### config.mk
export PLATFORM = sky130hd
export DESIGN_NAME = mips_dmem_arb
export DESIGN_NICKNAME = d
export VERILOG_FILES = /design/src/rtl/mips_dmem_arb.sv
export SDC_FILE = /design/constraint.sdc
export NUM_CORES = 1
export LEC_CHECK = 0
export ABC_AREA = 0
export BUFFER_PORTS_ARGS = -buffer_cell sky130_fd_sc_hd__buf_2
export CAP_MARGIN = 20
export CORE_MARGIN = 5
export CORE_UTILIZATION = 41
export DETAILED_ROUTE_END_ITERATION = 8
export PLACE_DENSITY = 0.76
export SLEW_MARGIN = 10
export SYNTH_ARGS = -nofsm -noshare
export SYNTH_HDL_FRONTEND = slang
export SYNTH_SLANG_ARGS = --single-unit
### constraint.sdc
create_clock -name clk_x -period 2.3 [get_ports clk_x]
set_clock_uncertainty 0.15 [all_clocks]
set_input_delay 0.345 -clock clk_x [delete_from_list [all_inputs] [get_ports clk_x]]
set_output_delay 0.345 -clock clk_x [all_outputs]
set_load 0.02 [all_outputs]
### src/rtl/mips_dmem_arb.sv
// mips_dmem_arb: shares the single-port data memory between the MIPS32 MEM
// stage (CPU) and a loader/debug port (LDR). The CPU normally wins. A loader
// that has been denied STARVE_MAX cycles in a row is forced through, and the
// CPU stalls for that cycle. Read data comes back one cycle after the grant,
// steered to whichever requester issued the read.
module mips_dmem_arb #(
    parameter int AW         = 10,
    parameter int DW         = 32,
    parameter int STARVE_MAX = 4
) (
    input  logic          clk_x,
    input  logic          rst,

    // CPU (MEM stage) request port
    input  logic          cpu_req,
    input  logic          cpu_we,
    input  logic [AW-1:0] cpu_addr,
    input  logic [DW-1:0] cpu_wdata,
    output logic          cpu_gnt,
    output logic          cpu_stall,
    output logic          cpu_rvalid,
    output logic [DW-1:0] cpu_rdata,

    // Loader / debug request port
    input  logic          ldr_req,
    input  logic          ldr_we,
    input  logic [AW-1:0] ldr_addr,
    input  logic [DW-1:0] ldr_wdata,
    output logic          ldr_gnt,
    output logic          ldr_rvalid,
    output logic [DW-1:0] ldr_rdata,

    // Data memory command port
    output logic          mem_en,
    output logic          mem_we,
    output logic [AW-1:0] mem_addr,
    output logic [DW-1:0] mem_wdata,
    input  logic [DW-1:0] mem_rdata
);

    localparam int CW = $clog2(STARVE_MAX + 1);
    localparam logic [CW-1:0] STARVE_LIMIT = CW'(STARVE_MAX);

    // Which requester the read data arriving this cycle belongs to.
    typedef enum logic [1:0] {
        OWN_NONE = 2'd0,
        OWN_CPU  = 2'd1,
        OWN_LDR  = 2'd2
    } owner_t;

    logic [CW-1:0] starve_cnt;
    logic [CW-1:0] starve_nxt;
    owner_t        owner_q;
    owner_t        owner_nxt;
    logic          force_ldr;
    logic [DW-1:0] cpu_rdata_q;
    logic [DW-1:0] ldr_rdata_q;

    // Arbitration: starved loader first, then CPU, then loader; nothing while in reset.
    always_comb begin
        // NOTE: every output of a combinational block gets a default before
        // any branch, so no path can leave it unassigned and infer a latch.
        cpu_gnt   = 1'b0;
        ldr_gnt   = 1'b0;
        force_ldr = ldr_req && (starve_cnt == STARVE_LIMIT);
        if (rst) begin
            if (force_ldr) begin
                ldr_gnt = 1'b1;
            end else if (cpu_req) begin
                cpu_gnt = 1'b1;
            end else if (ldr_req) begin
                ldr_gnt = 1'b1;
            end
        end
        cpu_stall = cpu_req && !cpu_gnt;
    end

    // Memory command mux: the winner's fields, otherwise an idle command
    // that still presents the CPU address/data.
    always_comb begin
        mem_en    = 1'b0;
        mem_we    = 1'b0;
        mem_addr  = cpu_addr;
        mem_wdata = cpu_wdata;
        if (ldr_gnt) begin
            mem_en    = 1'b1;
            mem_we    = ldr_we;
            mem_addr  = ldr_addr;
            mem_wdata = ldr_wdata;
        end else if (cpu_gnt) begin
            mem_en    = 1'b1;
            mem_we    = cpu_we;
        end
    end

    // Starvation counter: counts consecutive denied loader cycles, saturating.
    always_comb begin
        starve_nxt = starve_cnt;
        if (!ldr_req || ldr_gnt) begin
            starve_nxt = '0;
        end else if (starve_cnt != STARVE_LIMIT) begin
            starve_nxt = starve_cnt + CW'(1);
        end
    end

    // Read-return next state: remember who issued a granted read.
    always_comb begin
        owner_nxt = OWN_NONE;
        if (cpu_gnt && !cpu_we) begin
            owner_nxt = OWN_CPU;
        end else if (ldr_gnt && !ldr_we) begin
            owner_nxt = OWN_LDR;
        end
    end

    // State registers: counter, read owner and the held read-data copies.
    always_ff @(posedge clk_x or negedge rst) begin
        if (!rst) begin
            starve_cnt  <= '0;
            owner_q     <= OWN_NONE;
            cpu_rdata_q <= '0;
            ldr_rdata_q <= '0;
        end else begin
            // NOTE: state is updated with non-blocking assignments so every
            // register samples the pre-edge values regardless of statement order.
            starve_cnt <= starve_nxt;
            owner_q    <= owner_nxt;
            if (owner_q == OWN_CPU) begin
                cpu_rdata_q <= mem_rdata;
            end
            if (owner_q == OWN_LDR) begin
                ldr_rdata_q <= mem_rdata;
            end
        end
    end

    // Read return: the owner sees memory data directly during its pulse and
    // the held copy afterwards, so rdata is valid in the rvalid cycle itself.
    always_comb begin
        cpu_rvalid = (owner_q == OWN_CPU);
        ldr_rvalid = (owner_q == OWN_LDR);
        cpu_rdata  = cpu_rvalid ? mem_rdata : cpu_rdata_q;
        ldr_rdata  = ldr_rvalid ? mem_rdata : ldr_rdata_q;
    end

endmodule
# After elaboration in Yosys (flattened, before gate mapping)
# Index checks and enable logic that the tools add are counted.
[totals]
word_cells = 38
out_inout_bits = 113
regBits = 69
input_bits = 122
[classes]
n_eq_ne = 4
addsub = 1
mux = 19
reduce_logical = 10
[ops]
columns = ["operator", "n"]
rows = [
  ["32-bit 2-to-1 mux", 3],
  ["1-bit 2-to-1 mux", 11],
  ["10-bit 2-to-1 mux", 1],
  ["3-bit 2-to-1 mux", 2],
  ["1-bit logical AND", 4],
  ["1-bit zero test", 4],
  ["2-bit 2-to-1 mux", 2],
  ["3-bit by 1-bit adder with 3-bit output, second input constant", 1],
  ["3-bit == test, second input constant", 1],
  ["3-bit != test, second input constant", 1],
  ["2-bit by 1-bit == test with 1-bit output, second input constant", 1],
  ["2-bit == test, second input constant", 1],
  ["2-bit nonzero test", 1],
  ["1-bit logical OR", 1],
]

# Longest topological paths before layout
[logic_depth]
depth_word = 7
depth_mapped = 6

# Worst setup path after synthesis
# No wires, ideal clock.
[synth_timing]
kind = "register to output"
from = "register starve_cnt[0]"
to = "output mem_wdata[20]"
required_ns = 1.805
stages_incl_launch_ff = 7
arrival_time_ns = 1.679
path_slack_ns = 0.126
cell_sequence = "dfrtp_1 -> inv_1 -> ha_1 -> nand2_2 -> a21oi_4 -> buf_8 -> mux2_2"
[synth_via]
elab_chain_len = 5
[synth_lines]
columns = ["item", "line_no", "source"]
rows = [
  ["start, declared", "51", "logic [CW-1:0] starve_cnt;"],
  ["start signal, assigned", "126", "starve_cnt <= starve_nxt;"],
  ["3-bit == test", "65", "force_ldr = ldr_req && (starve_cnt == STARVE_LIMIT);"],
  ["1-bit logical AND", "65", ""],
  ["1-bit 2-to-1 mux", "67", "if (force_ldr) begin"],
  ["1-bit 2-to-1 mux", "66", "if (rst) begin"],
  ["via ldr_gnt", "29", "output logic ldr_gnt,"],
  ["32-bit 2-to-1 mux", "85", "if (ldr_gnt) begin"],
  ["end, declared", "37", "output logic [DW-1:0] mem_wdata,"],
]
# The timed path passes the listed nets, and every way through them passes these cells.

# Final worst setup path
[layout_timing]
from = "register starve_cnt[1]"
to = "output mem_wdata[7]"
[layout_via]
elab_chain_len = 5
[layout_lines]
columns = ["item", "line_no"]
rows = [
  ["3-bit == test", "65"],
  ["1-bit logical AND", "65"],
  ["1-bit 2-to-1 mux", "67"],
  ["1-bit 2-to-1 mux", "66"],
  ["32-bit 2-to-1 mux", "85"],
]
# No other way between the ends.

==> out/metrics.yaml <==
ys_warn_count: 0
worstPathArrival_ns: 1.96
worst_pin_slew_ns: 0.832
power.share.switching_pct: 34.3
detail_route.first_pass.iterations: 4
grt_overflow_total: 0
rsz0062_at_grt: "yes"
core_area_mm2: 0.00781
grt_max_degree: 68
dp.cells: 545
gp_routability_congestion: 0.826
place_ws_ns: 0.0174
ir_worst_vdd_v: 0.000358
cts_tree: "done"
placed_area_mm2: 0.00462
fin_cells: 580
final_cell_mix: "buf_2, mux2_2, dfrtp_1"
cts_root_buf: "clkbuf_8"
p_leak_nw: 2.66
synth_area_leader_cell: "dfrtp_1"
p_int_mw: 2.61
power_density_mw_per_mm2: 761
run_status: "finished, violations left"
vias: 2823
synth_area_leaders: "dfrtp_1, mux2_2, mux2_4"
die_y_um: 100
clkSinkCount: 69
start_kind: "flip-flop"
period_needed_ns: 2.46
vias_per_cell: 4.87
worstPathRequired_ns: 1.80
antenna_cells: 0
grt_use_total_pct: 20.3
path_max_fanout: 5
drc: 0
grt_pass1_vias: 3154
maxCapViolCount: 0
yosysTopAreaCellShare_pct: 51.9
antenna_found_initial: 1
die_x_um: 100
clock_latency_ns: 0.33
clkPwrFrac_pct: 25.6
routed_wl_mm: 10.7
combPwrFrac_pct: 36.1
syn_nets: 339
post-route-period-util_pct: 107
nNetsFinal: 597
dieArea_mm2: 0.0100
synth.distinct_cells: 23
rows: 32
setup_violations: 44
clock.fmax_ghz: 0.407
worst_slack_ns: -0.159
syn-cell-area_mm2: 0.00333
ys_seq_elements: 69
syn_to_final_growth_pct: 56.9
syn_area_per_cell_um2: 15.5
clk_path_buf_depth: 2
drtIter0Drc: 57
h-tree-depth: 3
switchingPower_mw: 1.36
final_area_mm2: 0.00522
synth_cells: 215
n_fill_cell: 595
dpl.hpwl_mm: 7.89
slew_headroom_pct: 44.5
cp-end-kind: "primary output"
crit_type: "flip-flop to primary output"
io_pins: 235
violations: "negative setup slack"
hold_path_class: "input port to flip-flop"
seqPwrFrac_pct: 38.3
wl_per_cell_um: 18.4
ys_seq_area_share_pct: 51.9
numCtsBuffers: 9
finalSetupTns_ns: -5.22
final_common_cell: "buf_2"
drive_gt1_share_pct: 81.0
finalMaxSlewViolations: 0
cts.clk_slew.worst_paths_ns: 0.08
initial_core_util_pct: 42.6
ant_nets: 0
grt_pass1_wl_mm: 15.8
hold_viol: 0
io_buffers: 234
==> worst paths after layout <==
path | end | depth (start not counted) | startpoint | slack (ns)
max | mem_wdata[7] | 8 | starve_cnt[1]$_DFFE_PN0P_ | -0.16
min | ldr_rdata_q[4]$_DFF_PN0_ | 2 | mem_rdata[4] | 0.12
max reg2reg | owner_q[1]$_DFF_PN0_ | 8 | starve_cnt[1]$_DFFE_PN0P_ | 0.69
min reg2reg | cpu_rdata_q[1]$_DFF_PN0_ | 1 | cpu_rdata_q[1]$_DFF_PN0_ | 0.35
max in group asynchronous | cpu_rdata_q[19]$_DFF_PN0_ | 4 | rst | 0.66
min in group asynchronous | starve_cnt[1]$_DFFE_PN0P_ | 3 | rst | 0.33
==> worst max-delay path, cell delays in order (launching register included) <==
cell	delay (ns)
dfrtp_1	0.39
inv_2	0.07
ha_4	0.14
nand2_4	0.06
a21oi_4	0.20
buf_6	0.17
clkbuf_16	0.16
mux2_4	0.30
buf_6	0.13
==> Yosys cell counts, drive strengths merged <==
cell type,number
mux2,107
dfrtp,69
buf,10
nor2b,5
nand2,4
clkbuf,3
inv,3
ha,2
nand3,2
a211oi,1
a21oi,1
a22o,1
a31oi,1
nand2b,1
nand4b,1
o21a,1
o21ai,1
o22ai,1
o32ai,1
==> per-stage QoR <==
step	total power [mW]	hold WS, ns	utilization, %
2_1_floorplan	2.39	-0.101	-
3_3_place_gp	2.87	0.119	59.2
3_5_place_dp	2.91	0.120	59.2
4_1_cts	4.02	0.00590	66.0
5_1_grt	4.19	0.100	66.8
6_report	3.97	0.116	66.8
==> final cells by class <==
class	instances	area [um2]	share of cell area, %
clock buffer	9	124	2.37
clock inverter	7	82.6	1.58
inverter	3	11.3	0.216
multi-input combinational	130	1510	28.9
sequential	69	1730	33.1
tap	102	128	2.45
timing repair buffer	260	1640	31.4
==> flip-flops by register name, indices dropped and copies added (netlist names) <==
signal       count
starve_cnt       3
cpu_rdata_q     32
ldr_rdata_q     32
owner_q          2
==> cells by family after synthesis <==
| group | Yosys count | synth area share, % |
|---|---|---|
| buffers and inverters | 16 | 3.42 |
| adders and majority gates | 2 | 0.752 |
| DFF | 69 | 51.9 |
| muxes | 107 | 39.6 |
| AOI/OAI and AO/OA | 8 | 1.99 |
| and+or+nand+nor | 13 | 2.30 |
==> power groups by stage <==
stage                     logic [mW]  clock network (mW)  registers, mW
final                           1.44                1.02           1.52
after detailed placement        1.37                   0           1.55
after global routing            1.54                1.11           1.55
after floorplan                0.865                   0           1.52
after global placement          1.34                   0           1.53
after CTS                       1.44                1.05           1.52
==> timing repair <==
action,4_1_cts,5_1_grt
endpoints found under the hold margin,3,1
endpoints found under the setup margin,44,73
pin swaps,2,3
setup buffers,10,4
cloned,3,3
hold buffers,2,1
gates resized for setup,41,18
==> layer usage <==
| layer | global-route usage, % | up-vias | routed length (um) |
|---|---|---|---|
| li1 | - | 1288 | - |
| met1 | 21.7 | 1364 | 3770 |
| met2 | 37.2 | 151 | 5710 |
| met3 | 7.44 | 18 | 1010 |
| met4 | 6.32 | 2 | 175 |
| met5 | 0 | - | 13 |
No activity file was read; power rests on OpenSTA's default activity.
